===== config.mk =====
export PLATFORM = sky130hd
export DESIGN_NAME = bram_tester
export DESIGN_NICKNAME = d
export VERILOG_FILES = /design/src/rtl/bram_tester.sv
export SDC_FILE = /design/constraint.sdc
export NUM_CORES = 1
export LEC_CHECK = 0
export CORE_ASPECT_RATIO = 1.25
export CORE_UTILIZATION = 38
export DETAILED_ROUTE_END_ITERATION = 10
export PLACE_DENSITY = 0.59
export SKIP_CTS_REPAIR_TIMING = 1
export SLEW_MARGIN = 25
export SYNTH_ARGS = -nofsm -noshare
export SYNTH_HDL_FRONTEND = slang
export SYNTH_SLANG_ARGS = --single-unit

===== constraint.sdc =====
create_clock -name i_clk -period 8.7 [get_ports i_clk]
set_input_delay 1.74 -clock i_clk [delete_from_list [all_inputs] [get_ports i_clk]]
set_output_delay 1.74 -clock i_clk [all_outputs]
set_load 0.05 [all_outputs]

===== src/rtl/bram_tester.sv =====
// Two-pass BRAM self-test: writes an arithmetic pattern, reads it back, then repeats with the
// inverted pattern. Reports the first failing address and pass.
`timescale 1ns/1ps
module bram_tester #(
    parameter int unsigned ADDR_SZ = 8,
    parameter int unsigned DATA_SZ = 16,
    parameter int unsigned SEED    = 5,
    parameter int unsigned STEP    = 5
) (
    input  logic               i_clk,
    input  logic               i_rst,
    input  logic               i_start,
    output logic               o_wr_en,
    output logic [ADDR_SZ-1:0] o_waddr,
    output logic [DATA_SZ-1:0] o_wdata,
    output logic               o_rd_en,
    output logic [ADDR_SZ-1:0] o_raddr,
    input  logic [DATA_SZ-1:0] i_rdata,
    output logic               o_busy,
    output logic               o_done,
    output logic               o_pass,
    output logic [ADDR_SZ-1:0] o_err_addr,
    output logic               o_err_phase
);

    typedef enum logic [2:0] {StIdle, StWr0, StRd0, StWr1, StRd1, StDone} state_e;

    localparam logic [ADDR_SZ-1:0] LastAddr = '1;

    function automatic logic [DATA_SZ-1:0] pattern(input logic [ADDR_SZ-1:0] a);
        logic [DATA_SZ-1:0] av;
        av = DATA_SZ'(a);
        return DATA_SZ'(SEED) + av * DATA_SZ'(STEP);
    endfunction

    state_e             state_q;
    logic [ADDR_SZ-1:0] cnt_q;
    logic [ADDR_SZ-1:0] cnt_inc;
    // Read issued last cycle: its data is on i_rdata now.
    logic               cmp_valid_q;
    logic [ADDR_SZ-1:0] cmp_addr_q;
    logic [DATA_SZ-1:0] exp_data;
    logic               mismatch;

    always_comb begin
        cnt_inc  = cnt_q + 1'b1;
        exp_data = (state_q == StRd1) ? ~pattern(cmp_addr_q) : pattern(cmp_addr_q);
        mismatch = cmp_valid_q && (i_rdata != exp_data);
    end

    always_ff @(posedge i_clk) begin
        if (i_rst) begin
            state_q     <= StIdle;
            cnt_q       <= '0;
            cmp_valid_q <= 1'b0;
            cmp_addr_q  <= '0;
            o_wr_en     <= 1'b0;
            o_waddr     <= '0;
            o_wdata     <= '0;
            o_rd_en     <= 1'b0;
            o_raddr     <= '0;
            o_busy      <= 1'b0;
            o_done      <= 1'b0;
            o_pass      <= 1'b0;
            o_err_addr  <= '0;
            o_err_phase <= 1'b0;
        end else begin
            cmp_valid_q <= o_rd_en;
            cmp_addr_q  <= o_raddr;
            unique case (state_q)
                StIdle, StDone: begin
                    if (i_start) begin
                        o_done      <= 1'b0;
                        o_pass      <= 1'b0;
                        o_err_addr  <= '0;
                        o_err_phase <= 1'b0;
                        o_busy      <= 1'b1;
                        o_wr_en     <= 1'b1;
                        o_waddr     <= '0;
                        o_wdata     <= pattern('0);
                        cnt_q       <= '0;
                        state_q     <= StWr0;
                    end
                end
                StWr0, StWr1: begin
                    if (cnt_q == LastAddr) begin
                        o_wr_en <= 1'b0;
                        o_rd_en <= 1'b1;
                        o_raddr <= '0;
                        cnt_q   <= '0;
                        state_q <= (state_q == StWr0) ? StRd0 : StRd1;
                    end else begin
                        cnt_q   <= cnt_inc;
                        o_waddr <= cnt_inc;
                        o_wdata <= (state_q == StWr0) ? pattern(cnt_inc) : ~pattern(cnt_inc);
                    end
                end
                StRd0, StRd1: begin
                    if (mismatch) begin
                        o_rd_en     <= 1'b0;
                        o_busy      <= 1'b0;
                        o_done      <= 1'b1;
                        o_pass      <= 1'b0;
                        o_err_addr  <= cmp_addr_q;
                        o_err_phase <= (state_q == StRd1);
                        state_q     <= StDone;
                    end else if (o_rd_en) begin
                        if (cnt_q == LastAddr) begin
                            o_rd_en <= 1'b0;
                        end else begin
                            cnt_q   <= cnt_inc;
                            o_raddr <= cnt_inc;
                        end
                    end else if (state_q == StRd0) begin
                        // Drain compare for the last address passed: start the inverted pass.
                        o_wr_en <= 1'b1;
                        o_waddr <= '0;
                        o_wdata <= ~pattern('0);
                        cnt_q   <= '0;
                        state_q <= StWr1;
                    end else begin
                        o_busy  <= 1'b0;
                        o_done  <= 1'b1;
                        o_pass  <= 1'b1;
                        state_q <= StDone;
                    end
                end
                default: state_q <= StIdle;
            endcase
        end
    end

    assert property (@(posedge i_clk) disable iff (i_rst) !(o_wr_en && o_rd_en));

endmodule


Word level (Yosys, flattened, before mapping)
Index checks and enable logic that the tools add are counted.
{"block": "word_totals", "ff_bits": 66, "in_bits": 19, "output_inout_bits": 46, "wordCells": 112}
{"block": "op_classes", "add_sub_neg": 3, "multipliers": 2, "eq_ne": 20, "mux": 55, "n_bitwise": 2, "reduce_logical": 16}
{"operator": "16-bit two-way mux", "count": 7}
{"operator": "8-bit two-way mux", "count": 12}
{"operator": "16-bit case mux with 3 select lines", "count": 1}
{"operator": "8-bit case mux with 3 select lines", "count": 2}
{"operator": "8-bit case mux with 2 select lines", "count": 2}
{"operator": "3-bit by 11-bit adder with 12-bit output, first input constant", "count": 2}
{"operator": "8-bit by 3-bit multiplier with 11-bit output, second input constant", "count": 2}
{"operator": "1-bit two-way mux", "count": 18}
{"operator": "3-bit two-way mux", "count": 6}
{"operator": "2-bit != test, second input constant", "count": 9}
{"operator": "16-bit != test", "count": 1}
{"operator": "12-bit inverter with 16-bit output", "count": 1}
{"operator": "16-bit inverter", "count": 1}
{"operator": "3-bit != test, second input constant", "count": 4}
{"operator": "6-bit AND reduction", "count": 2}
{"operator": "1-bit case mux with 2 select lines", "count": 5}
{"operator": "5-bit AND reduction", "count": 2}
{"operator": "3-bit case mux with 3 select lines", "count": 1}
{"operator": "8-bit by 1-bit adder with 8-bit output, second input constant", "count": 1}
{"operator": "8-bit equality test, second input constant", "count": 1}
{"operator": "3-bit by 2-bit equality test with 1-bit output, second input constant", "count": 2}
{"operator": "3-bit equality test, second input constant", "count": 2}
{"operator": "3-bit AND reduction", "count": 2}
{"operator": "2-bit OR reduction", "count": 3}
{"operator": "other kinds (8)", "count": 9}

Longest topological paths before layout
Gate-level depths: netlist of the first run.
{"block": "logic_depth", "depth_word": 8, "depth_mapped": 16, "ltp_nobuf": 15}

Least setup slack after synthesis of the first run
Ideal clock, no wire load.
{"block": "synth_timing", "path_type": "input -> register", "from": "input i_rdata[3]", "to": "register cnt_q[4]", "setup_ns": 0.070, "t_arrival_ns": 3.678, "required_time_ns": 8.630, "setup_slack_ns": 4.951, "path_stages": 10, "n_path_buf": 1, "path_cell_list": "xor2_1 -> xnor2_1 -> and4_1 -> mux2i_1 -> a311oi_2 -> a41o_2 -> o21ai_4 -> buf_6 -> or3_1 -> a21oi_1"}
{"block": "synth_between", "elab_chain_cells": 4}
{"item": "start: declaration", "line": "18", "rtl": "input logic [DATA_SZ-1:0] i_rdata,"}
{"item": "16-bit != test", "line": "48", "rtl": "mismatch = cmp_valid_q && (i_rdata != exp_data);"}
{"item": "1-bit logical AND", "line": "48"}
{"item": "2-bit != test (no line)"}
{"item": "5-bit AND reduction (no line)"}
{"item": "end signal: assignment", "line": "93", "rtl": "cnt_q <= cnt_inc;"}
{"item": "end signal: assignment", "line": "111", "rtl": "cnt_q <= cnt_inc;"}
{"item": "end: declaration", "line": "37", "rtl": "logic [ADDR_SZ-1:0] cnt_q;"}
No other way between the ends.
A chain may end at the register's enable or synchronous reset.

Worst setup path in the final report of the first run
{"block": "layout_timing", "from": "input i_rdata[4]", "to": "register o_err_addr[2]"}
{"block": "layout_between", "elab_chain_cells": 4}
{"item": "16-bit != test", "line": "48"}
{"item": "1-bit logical AND", "line": "48"}
{"item": "2-bit != test (no line)"}
{"item": "3-bit AND reduction (no line)"}
{"item": "end signal: assignment", "line": "104", "rtl": "o_err_addr <= cmp_addr_q;"}
{"item": "end: declaration", "line": "22", "rtl": "output logic [ADDR_SZ-1:0] o_err_addr,"}
No other way between the ends.

==> results of run 1 <==
-- worst max path at each step --
stage	from	end	slack, ps	cells past startpoint
5_1_grt	i_rdata[3]	o_pass	4110	10
2_1_floorplan	i_rdata[3]	cnt_q[4]	4950	10
6_report	i_rdata[4]	o_err_addr[2]	4330	10
3_3_place_gp	i_rdata[3]	o_pass	4060	10
3_5_place_dp	i_rdata[3]	o_pass	4000	10
4_1_cts	i_rdata[3]	o_err_addr[2]	4340	10
-- critical path, stage by stage --
cell and delay [ps]:
clkdlybuf4s50_1 420, xnor2_1 200, xnor2_1 120, nor4_2 260
mux2i_1 160, a311oi_2 380, a41o_2 380, nor3_1 80
o31ai_2 650, a22o_1 240
-- cells by family after synthesis --
group | after synthesis | share of synthesized area, %
flip-flops | 62 | 31.5
multiplexers | 5 | 1.27
XOR/XNOR | 39 | 8.66
AO/OA/AOI/OAI | 132 | 23.0
adder cells (fa/ha/maj) | 43 | 13.6
buffers and inverters | 54 | 6.35
AND/OR/NAND/NOR | 130 | 15.6
-- per-layer routing --
| metal | GRT usage [%] | part of all wire [%] | vias to the layer above | routed length [µm] |
|---|---|---|---|---|
| met5 | 0 | 0 | - | 0 |
| met4 | 8.62 | 2.2 | 0 | 219 |
| met3 | 3.15 | 3.8 | 17 | 378 |
| met2 | 34.6 | 51 | 79 | 5040 |
| met1 | 22.6 | 43 | 1686 | 4260 |
| li1 | - | - | 1805 | - |
-- power by group through the flow --
| stage | registers (µW) | clock network (µW) | logic (µW) |
|---|---|---|---|
| 2_1_floorplan | 316 | 0 | 44.9 |
| 3_3_place_gp | 302 | 0 | 86.1 |
| 3_5_place_dp | 302 | 0 | 86.6 |
| 4_1_cts | 296 | 321 | 87.1 |
| 5_1_grt | 296 | 332 | 94.0 |
| 6_report | 296 | 314 | 86.7 |
-- layout make-up --
| cell class | instances | area [µm²] |
|---|---|---|
| Clock buffer | 10 | 229 |
| Multi-Input combinational cell | 349 | 2450 |
| Tap cell | 129 | 161 |
| Sequential cell | 62 | 1240 |
| Fill cell | 970 | 5230 |
| Inverter | 29 | 109 |
| Timing Repair Buffer | 67 | 661 |
| Clock inverter | 5 | 27.5 |
-- sequential cells by signal, summed over array words and instances, names as in the netlist --
register,flops
o_wdata,12
cmp_addr_q,8
cnt_q,8
o_err_addr,8
o_raddr,8
o_waddr,8
state_q,3
cmp_valid_q,1
o_busy,1
o_done,1
o_err_phase,1
o_pass,1
o_rd_en,1
o_wr_en,1
-- cell usage in the layout (no fill, tap or decap), types with 3 or more instances in the layout --
| cell type | n |
|---|---|
| xor2_1 | 14 |
| xnor2_1 | 25 |
| a22o_1 | 7 |
| buf_4 | 4 |
| or3_1 | 8 |
| and3_1 | 5 |
| dfxtp_1 | 62 |
| o211ai_1 | 5 |
| clkinv_2 | 4 |
| a22oi_1 | 4 |
| o21ai_0 | 16 |
| nand2_1 | 27 |
| clkbuf_16 | 9 |
| inv_1 | 29 |
| nand3_1 | 7 |
| ha_1 | 43 |
| nor2_1 | 55 |
| nand4_1 | 3 |
| o32ai_1 | 8 |
| nor4_1 | 6 |
| o22ai_1 | 3 |
| nor3_1 | 9 |
| clkdlybuf4s50_1 | 63 |
| a31oi_1 | 3 |
| a311oi_1 | 4 |
| a21oi_1 | 47 |
| a211oi_1 | 6 |
| mux2i_1 | 5 |
-- through the flow --
stage / area [µm²] / power [µW] / hold slack (ps)
final: 4880 / 696 / 443
after global routing: 4880 / 722 / 478
after CTS: 4880 / 704 / 447
after detailed placement: 4620 / 388 / 439
after global placement: 4620 / 388 / 438
after floorplan: 3940 / 361 / 465
==> results.txt, run 1 <==
In this run the worst path has a maximum fanout of 9. The commonest cells after synthesis are dfxtp_1, nor2_1, a21oi_1. Net switching is 26.5% of the power. The utilization after layout was 48.3%; the number of antenna violations at the first check in global routing was 0. The fraction of synthesis flops using an asynchronous set or reset pin was 0%; the setup TNS was 0 ps. Setup repair after global routing left no endpoint under its margin. The mapped netlist covers 3940 µm².

Cells with a size suffix above 1 make up 5.36% of the layout. The area of the die is 10,800 µm², and the synthesis-to-layout area growth is 23.8%. The worst setup path is of the in2reg kind.

The logs give 9 for the total clock buffers created by CTS and 0.862 for the placer's final routability congestion estimate. Per report_power, the combinational group accounts for 12.4% of the total. The run gives 19.3% as the global routing usage summed across all routing layers. The worst hold path terminates at o_pass. The start point of the worst min-delay path is o_pass. The tools report the setup skew after layout as 9.13 ps. The worst register-to-register path has a depth of 13.

For the routed wire length, the log shows 9900 µm. After detailed routing, the number of remaining DRC violations is 0. For this design the static power due to leakage is 0.00201 µW. The vias after detailed routing is 3,587, and the final net count is 580. Launch instance of the worst register-to-register path: cnt_q[0].

Among all flip-flop cells after synthesis, the most frequent one is dfxtp_1. The net switching power is 185 µW, and the minimum clock period after layout is 4370 ps. The initialized floorplan defines 41 standard-cell rows. Residual antenna-violating net count after detailed routing: 0. The H-tree generated during clock tree synthesis spans 3 levels.

The die extent in y is 116 µm, and the fraction of power consumed by sequential logic is 42.5%. After layout, the worst setup slack is 4330 ps. The headroom to the max-slew limit is 38.6%, and the half-perimeter wire length after detailed placement is 7430 µm. The width of the chip was 93.1 µm. For the final count of pins violating max slew, the log shows 0. The wire length per cell after detailed routing is 15.2 µm, and the maximum root-to-sink buffer count is 2. The run gives 16,400 µm as the first-pass GRT wire length. The synthesized flop and latch total was 62. In this run the power density over the cells is 143 nW/µm². The biggest area contributor in the post-synthesis netlist is dfxtp_1.

Nature of the critical path startpoint: a primary input. Pin placement for this block handled 65 I/O pins. In this run the clock root is driven by a clkbuf_16.

Sum of overflow across all layers after global routing: 0. Yosys instantiated no cell more often than dfxtp_1. For the required time of the critical path, the log shows 8970 ps. The via density per instance is 5.51, and the reported max-cap violation count is 0.

Across the VDD grid, the largest voltage drop is 0.0990 mV. The worst endpoint data arrival time is 4640 ps, and the share of the synthesized area in the top cell type is 31.5%. In this run the critical register-to-register path is captured at o_wdata[10].

The tools report the achievable frequency as 0.229 GHz. The core area is 10,100 µm². The capturing element type of the critical path was a flip-flop. The share of the Yosys chip area taken by registers is 31.5%. Synthesis handed over a netlist of 465 instances. The mean instance size in the synthesized netlist is 8.48 µm², and the worst slack after detailed placement is 4000 ps. The count of final hold-check violations came out at 0. For this block, the initial DRC count from the detailed router was 146. TritonCTS built the clock tree. Counting flops with a built-in enable in the synthesized netlist gives 0.

Counting every sink on the clock net gives 62. 0 antenna diodes ended up in the layout. The internal portion of the total power is 512 µW. Leaving out filler cells and counting taps, the final layout contains 651. The pre-antenna-repair detailed-routing pass consisted of 4 iterations. The count of unique library cells instantiated by Yosys is 58.

Once placement completed, the tool counted placed cells totaling 636. Number of global-route vias before repair: 3,448. By area the synthesized netlist is led by dfxtp_1, ha_1, a21oi_1. At the pin with the least slew margin, the transition time is 918 ps. For the net count after synthesis, the log shows 527. The count of input and output buffers came out at 64. Clock-pin slew was measured on the worst setup and hold paths at 50 ps. The logs give 39.0% for the initial core utilization and 0 for the setup violation total in the final timing report.

The run finished with clean final reports. Entering global routing, the biggest net connects 56 pins. Of the available clock period, the critical path in the final layout requires 50.3%. The run gives 330 ps as the insertion delay of the later-clocked pin in the worst-skew pair.

Across all register-to-register paths, the minimum setup slack is 4700 ps. The Yosys step of the flow raised 0 warnings. Along the worst hold path, the cell count comes to 2. In this run, the clock network consumes 45.1% of the power.

The class of the tightest hold or removal check was reg2reg.
Note: power is estimated with default switching activity, not from simulation.
==> inputs of run 2 (changes only) <==
==> constraint.sdc (replaced) <==
create_clock -name i_clk -period 4.06 [get_ports i_clk]
set_input_delay 0.812 -clock i_clk [delete_from_list [all_inputs] [get_ports i_clk]]
set_output_delay 0.812 -clock i_clk [all_outputs]
set_load 0.05 [all_outputs]
==> run 2 against run 1 <==
Effect of this change: sequential cell count stayed put; highest routed layer unchanged; via count up 1.3%; largest power group unchanged; utilization rose by 1.5 points; critical endpoint is now cnt_q[2].
==> results.txt, run 2 (synthesized netlist as in run 1, its figures left out) <==
The ratio of cells with drive above 1 in the final layout came out at 8.36%. For this block, the initial DRC count from the detailed router was 167. 65 I/O pins were placed.

Setup violations remaining at the end of the flow were counted as 0. Required time of the critical path: 4330 ps. Setup repair after global routing left no endpoint under its margin. Path depth of the worst reg2reg path: 12.

H-tree depth reported by CTS: 3. The launch instance of the worst register-to-register path is cmp_addr_q[1]. The logs give 0 for the number of antenna violations at the first check in global routing and 0.266 GHz for the achievable frequency. For the total clock buffers created by CTS, the log shows 9. Ranked by flip-flop count, first place goes to o_wdata.

The min-delay analysis places its worst path in the category reg2reg. The number of global-route vias before repair is 3,522. The routed design has 10,200 µm of wire. Setup slack closes at 297 ps.

Before CTS, the worst setup slack after placement is 266 ps. Via density per instance: 5.45. The floorplan step defined a die boundary enclosing 10,800 µm². The library cell used as clock root buffer is clkbuf_16. The synthesis-to-layout area growth works out to 27.7%.

The count of final hold-check violations was 0; the reported max-cap violation count was 0. For the final net count, the log shows 595. The cell class contributing the biggest share of worst-path delay is simple AND/OR/NAND/NOR gates. In this design, the stage delay of the slowest critical-path cell is 510 ps. Count of input and output buffers: 64.

STA classifies the critical path startpoint as a flip-flop. The largest individual stage delay along the critical path comes from the cell or4b_1. For this design, the sink count on the clock tree is 62. The slew at the pin with the worst max-slew slack works out to 746 ps.

The count of antenna diodes in the layout was 0. First-pass GRT wire length: 16,900 µm. The global routing usage summed across all routing layers was 20.0%. The tools report the final count of pins violating max slew as 0. The library cell used most frequently in the layout, excluding fill and tap cells, is clkdlybuf4s50_1. The placer's final routability congestion estimate came out at 0.874.

STA classifies the critical path endpoint as a flip-flop. The tightest hold path in the finished design has a slack of 449 ps. In this run the static leakage power is 0.00208 µW. The most numerous cell on the critical path is ha_1. Start point of the worst min-delay path: o_pass. Across all layers, the routed design uses 3,633 vias. For this run, design rule violations remaining after detail routing come to 0. The largest net degree at the start of global routing was 55. The power per cell area was 317 nW/µm².

The run finished with clean final reports. After detailed routing, the average wire length per cell comes to 15.3 µm. TritonCTS built the clock tree. Data on the critical path arrives at its endpoint at 4030 ps. The residual antenna-violating net count after detailed routing is 0. The run gives 340 ps as the insertion delay of the later-clocked pin in the worst-skew pair.

The run gives 2 as the maximum root-to-sink buffer count. The die is 93.1 µm wide. The run gives 7680 µm as the half-perimeter wire length after detailed placement.

In this run the core area contains 41 standard-cell rows. After routing, the total negative slack on setup checks comes to 0 ps. Setup slack on the worst reg-to-reg path comes out at 300 ps. Leaving out fill and tap cells, the most frequent cells in the layout are clkdlybuf4s50_1, dfxtp_1, nor2_1. The final worst-path cycle share works out to 92.7%. The register with the most flip-flops in the layout has 12 of them. Largest voltage drop on the vdd net: 0.188 mV. After layout, the minimum clock period comes to 3760 ps. The number of buffers and inverters on the critical path is 0. The detailed-routing iteration count for the pre-antenna-repair pass came out at 6. Maximum net fanout on the critical path: 16.

After clock tree synthesis, the clock-pin slew on the worst setup and hold paths is 60 ps. For hold timing, the worst endpoint is o_pass. The worst register-to-register path ends at cnt_q[2]. The logs give 39.0% for the initial core utilization and 0 for the sum of overflow across all layers after global routing. Traced cell by cell, the critical path runs through ha_1 -> ha_1 -> ha_1 -> or3_1 -> o221ai_1 -> a21oi_1 -> or3_1 -> mux2i_1 -> a41o_2 -> o21ai_4 -> or4b_1 -> a21oi_1. The worst hold path passes through 2 cells. The region available for standard cell placement spans 10,100 µm².

The critical setup path kind was reg2reg. For the final database, setup skew stands at 9.96 ps. The number of inserted filler cells in the final layout is 964. The floorplan step set the die height to 116 µm. In this run the tightest slew margin relative to its limit is 50.1%.
==> run 2: power by group <==
part	leakage, µW	internal, µW	switching (µW)
registers	0.000503	621	7.81
logic	0.00145	76.0	122
clock network	0.000126	474	294
==> run 2: tightest hold or removal path, delay by kind of cell, from the launching register on <==
kind	cells	cell delay, ps
AO/OA/AOI/OAI	1	50
flip-flops	1	310
buffers and inverters	1	50
==> run 2: area by class of cell <==
type                       instances  area, µm²  area share (%)
multi-input combinational        349       2450            48.7
clock buffer                       9        225            4.47
tap                              129        161            3.21
clock inverter                     7       75.1            1.49
inverter                          29        109            2.16
timing repair buffer              82        771            15.3
sequential                        62       1240            24.7
==> run 2: worst max path at each step <==
stage / from / end / cells after the start / slack, ps
2_1_floorplan: cmp_addr_q[3] / o_err_phase / 12 / 670
3_3_place_gp: cmp_addr_q[3] / o_err_addr[3] / 13 / 330
3_5_place_dp: cmp_addr_q[1] / o_err_addr[7] / 13 / 270
4_1_cts: cmp_addr_q[3] / o_err_addr[0] / 13 / 220
5_1_grt: cmp_addr_q[3] / o_err_addr[3] / 13 / 20
6_report: cmp_addr_q[1] / cnt_q[2] / 12 / 300
==> run 2: stage by stage <==
stage               area (µm²)  std cells  power (µW)  util [%]
CTS                       5030        667        1610      49.8
global route              5030        667        1660      49.8
detailed placement        4730        651         840      46.8
floorplan                 3940        465         773         -
finish                    5030        667        1600      49.8
global placement          4730        651         838      46.8
==> run 2: per-layer routing <==
| metal | vias up | wire [µm] | track usage [%] |
|---|---|---|---|
| met5 | - | 0 | 0 |
| met4 | 0 | 235 | 8.41 |
| met3 | 20 | 471 | 3.28 |
| met2 | 103 | 5130 | 35.3 |
| met1 | 1678 | 4400 | 24.1 |
| li1 | 1832 | - | - |
==> inputs of run 3 (changes only) <==
==> constraint.sdc (replaced) <==
create_clock -name i_clk -period 4.45 [get_ports i_clk]
set_input_delay 0.89 -clock i_clk [delete_from_list [all_inputs] [get_ports i_clk]]
set_output_delay 0.89 -clock i_clk [all_outputs]
set_load 0.05 [all_outputs]
==> run 3 against run 2 <==
Effect of this change: hold slack lost 1.1 ps; final cell count shrank 1.2%; power is 5.9% lower; worst setup slack improved by 220 ps; critical path depth is the same; sequential cell count unchanged; via count fell by 0.58%; non-clock buffer count fell by 8; global-route usage fell by 0.39 points; die area unchanged; clock power decreased by 2%; critical path type unchanged; largest cell class unchanged; largest power group unchanged.
==> results.txt, run 3 (synthesized netlist as in run 1, its figures left out) <==
The cell class contributing the biggest share of worst-path delay was compound AO/OA/AOI/OAI gates. The run gives 8.35 ps as the setup skew after layout. For this design, the slowest cell found on the critical path is o31ai_2. The worst setup path is launched from a flip-flop. Data on the critical path arrives at its endpoint at 4200 ps.

The ratio of cells with drive above 1 in the final layout works out to 6.98%. H-tree depth reported by CTS: 3. In this run the clock root is driven by a clkbuf_16. The pre-antenna-repair detailed-routing pass consisted of 5 iterations. The placer's final routability congestion estimate is 0.877, and the minimum clock period after layout is 3930 ps. In this run the worst path has a maximum fanout of 9.

For the worst setup path, the data required time is 4720 ps. The critical path contains buffers and inverters numbering 0 combined. In this run the most critical hold path is launched from o_pass.

Synthesis-to-layout area growth: 27.2%. STA classifies the critical path endpoint as a flip-flop. The top cell types in the final layout, fill and taps aside, are clkdlybuf4s50_1, dfxtp_1, nor2_1. The count of boundary I/O pins is 65, and the global routing usage summed across all routing layers is 19.6%. The setup check on the worst reg-to-reg path leaves a slack of 520 ps.

The register with the most flip-flops in the layout has 12 of them. The logs give 3,612 for the vias after detailed routing and 0 for the number of remaining DRC errors. The number of clock sinks came out at 62.

The library cell used most frequently in the layout, excluding fill and tap cells, is clkdlybuf4s50_1. The number of global-route vias before repair is 3,539. The clock edge transition at the registers on the reported setup and hold paths was 60 ps; the final count of pins violating max slew was 0. In this run the critical register-to-register path is launched from cmp_addr_q[3].

For the worst-skew pair, the clock arrives at the later sink with an insertion delay of 330 ps. The run finished with clean final reports. The slew at the pin with the worst max-slew slack works out to 824 ps. More flip-flops sit in one register than any other, and that register is o_wdata. Using the TritonRoute via totals, the vias-per-cell ratio works out to 5.48. IR analysis of the VDD net gives a maximum drop of 0.144 mV. The summed area of non-filler cells in the final layout is 5020 µm², and the highest cell delay on the worst timing path is 640 ps.

The instance area at placement was 4670 µm²; the setup TNS was 0 ps. The floorplan step set the die width to 93.1 µm. The die is 116 µm tall.

At the end of the flow, the number of nets in the layout was 587. The largest net degree at the start of global routing came out at 56. Critical setup path kind: reg2reg. TritonCTS built the clock tree.

The run gives 0 as the setup violation total in the final timing report. The filler cells instantiated in the layout total 960. Along the worst hold path, the cell count comes to 2. The tools report the first-pass GRT wire length as 16,600 µm. The floorplan has 41 rows. Setup repair after global routing left no endpoint under its margin. On the final layout, the worst hold slack is 447 ps. The achievable frequency is 0.254 GHz, and the sum of overflow across all layers after global routing is 0.

The half-perimeter wire length after detailed placement is 7710 µm, and the path depth of the worst reg2reg path is 12. The run gives 2 as the maximum root-to-sink buffer count. Class of the tightest hold or removal check: reg2reg. Max-cap violations in this run came to 0. Tracing the worst setup path back leads to its startpoint at cmp_addr_q[3]. In the final routed layout, each cell accounts on average for 15.5 µm. The count of final hold-check violations was 0; the routed wire length was 10,200 µm.

Port buffering added 64 buffers. The worst register-to-register path ends at o_err_addr[5]. The count of antenna diodes in the layout was 0. Timing analysis after detailed placement gives a worst setup slack of 525 ps.

For this design the ratio of total power to cell area is 299 nW/µm². The end point of the worst hold path was o_pass. The floorplan step defined a core boundary enclosing 10,100 µm². In this run, the number of DRC markers left after iteration 0 of detailed routing was 173. TritonCTS created 9 clock buffers. For the area of the die, the log shows 10,800 µm². In this run the remaining antenna-violating nets after routing total 0.

Post-layout worst setup margin: 519 ps. The signal on the critical path passes through ha_1 -> ha_1 -> ha_1 -> or3_1 -> o221ai_1 -> a21oi_1 -> or3_1 -> mux2i_1 -> a41o_2 -> nor3_1 -> o31ai_2 -> a22o_1. By instance count, the cell type seen most on the critical path is ha_1. The headroom to the max-slew limit was 44.2%. For this design the static power due to leakage is 0.00208 µW.

The number of antenna violations at the first check in global routing is 0. Overall power consumption after layout is estimated at 1500 µW. For this configuration, the core starts out at a cell density of 39.0%.

After layout, the worst path uses 88.3% of the clock period.
## run 3: tightest hold or removal path: cells and delay by family (launching register included)
kind / cells / cell delay (ps)
compound gates: 1 / 50
buf+inv: 1 / 50
flops: 1 / 310
## run 3: worst max-delay path by stage
stage,cells past startpoint,end,slack (ps)
floorplan,12,o_err_phase,1060
global placement,10,o_err_addr[5],530
detailed placement,12,o_pass,530
CTS,12,o_pass,500
global route,12,o_err_addr[5],260
finish,12,o_err_addr[5],520
## run 3: layer usage
layer	up-vias	part of all wire (%)	GRT usage (%)
met5	-	0	0
li1	1812	-	-
met3	12	3.2	3.15
met2	76	51	35.4
met1	1712	44	23.1
met4	0	1.9	8.10
## run 3: report_power, final
group	leakage [µW]	internal [µW]	switching, µW	total [µW]
sequential	0.000503	567	8.29	575
combinational	0.00142	67.6	109	177
clock	0.000152	491	259	750
total	0.00208	1130	376	1500
## run 3: layout make-up
cell class,instances,area [µm²],area share (%)
clock inverters,7,97.6,1.95
multi-input cells,349,2450,48.9
well taps,129,161,3.22
inverters,29,109,2.17
clock buffers,9,225,4.49
repair buffers,74,731,14.6
flip-flops and latches,62,1240,24.7
## run 3: through the flow
| step | util, % | instances |
|---|---|---|
| floorplan | - | 465 |
| global placement | 46.2 | 642 |
| detailed placement | 46.2 | 642 |
| CTS | 49.4 | 658 |
| global route | 49.6 | 659 |
| finish | 49.6 | 659 |
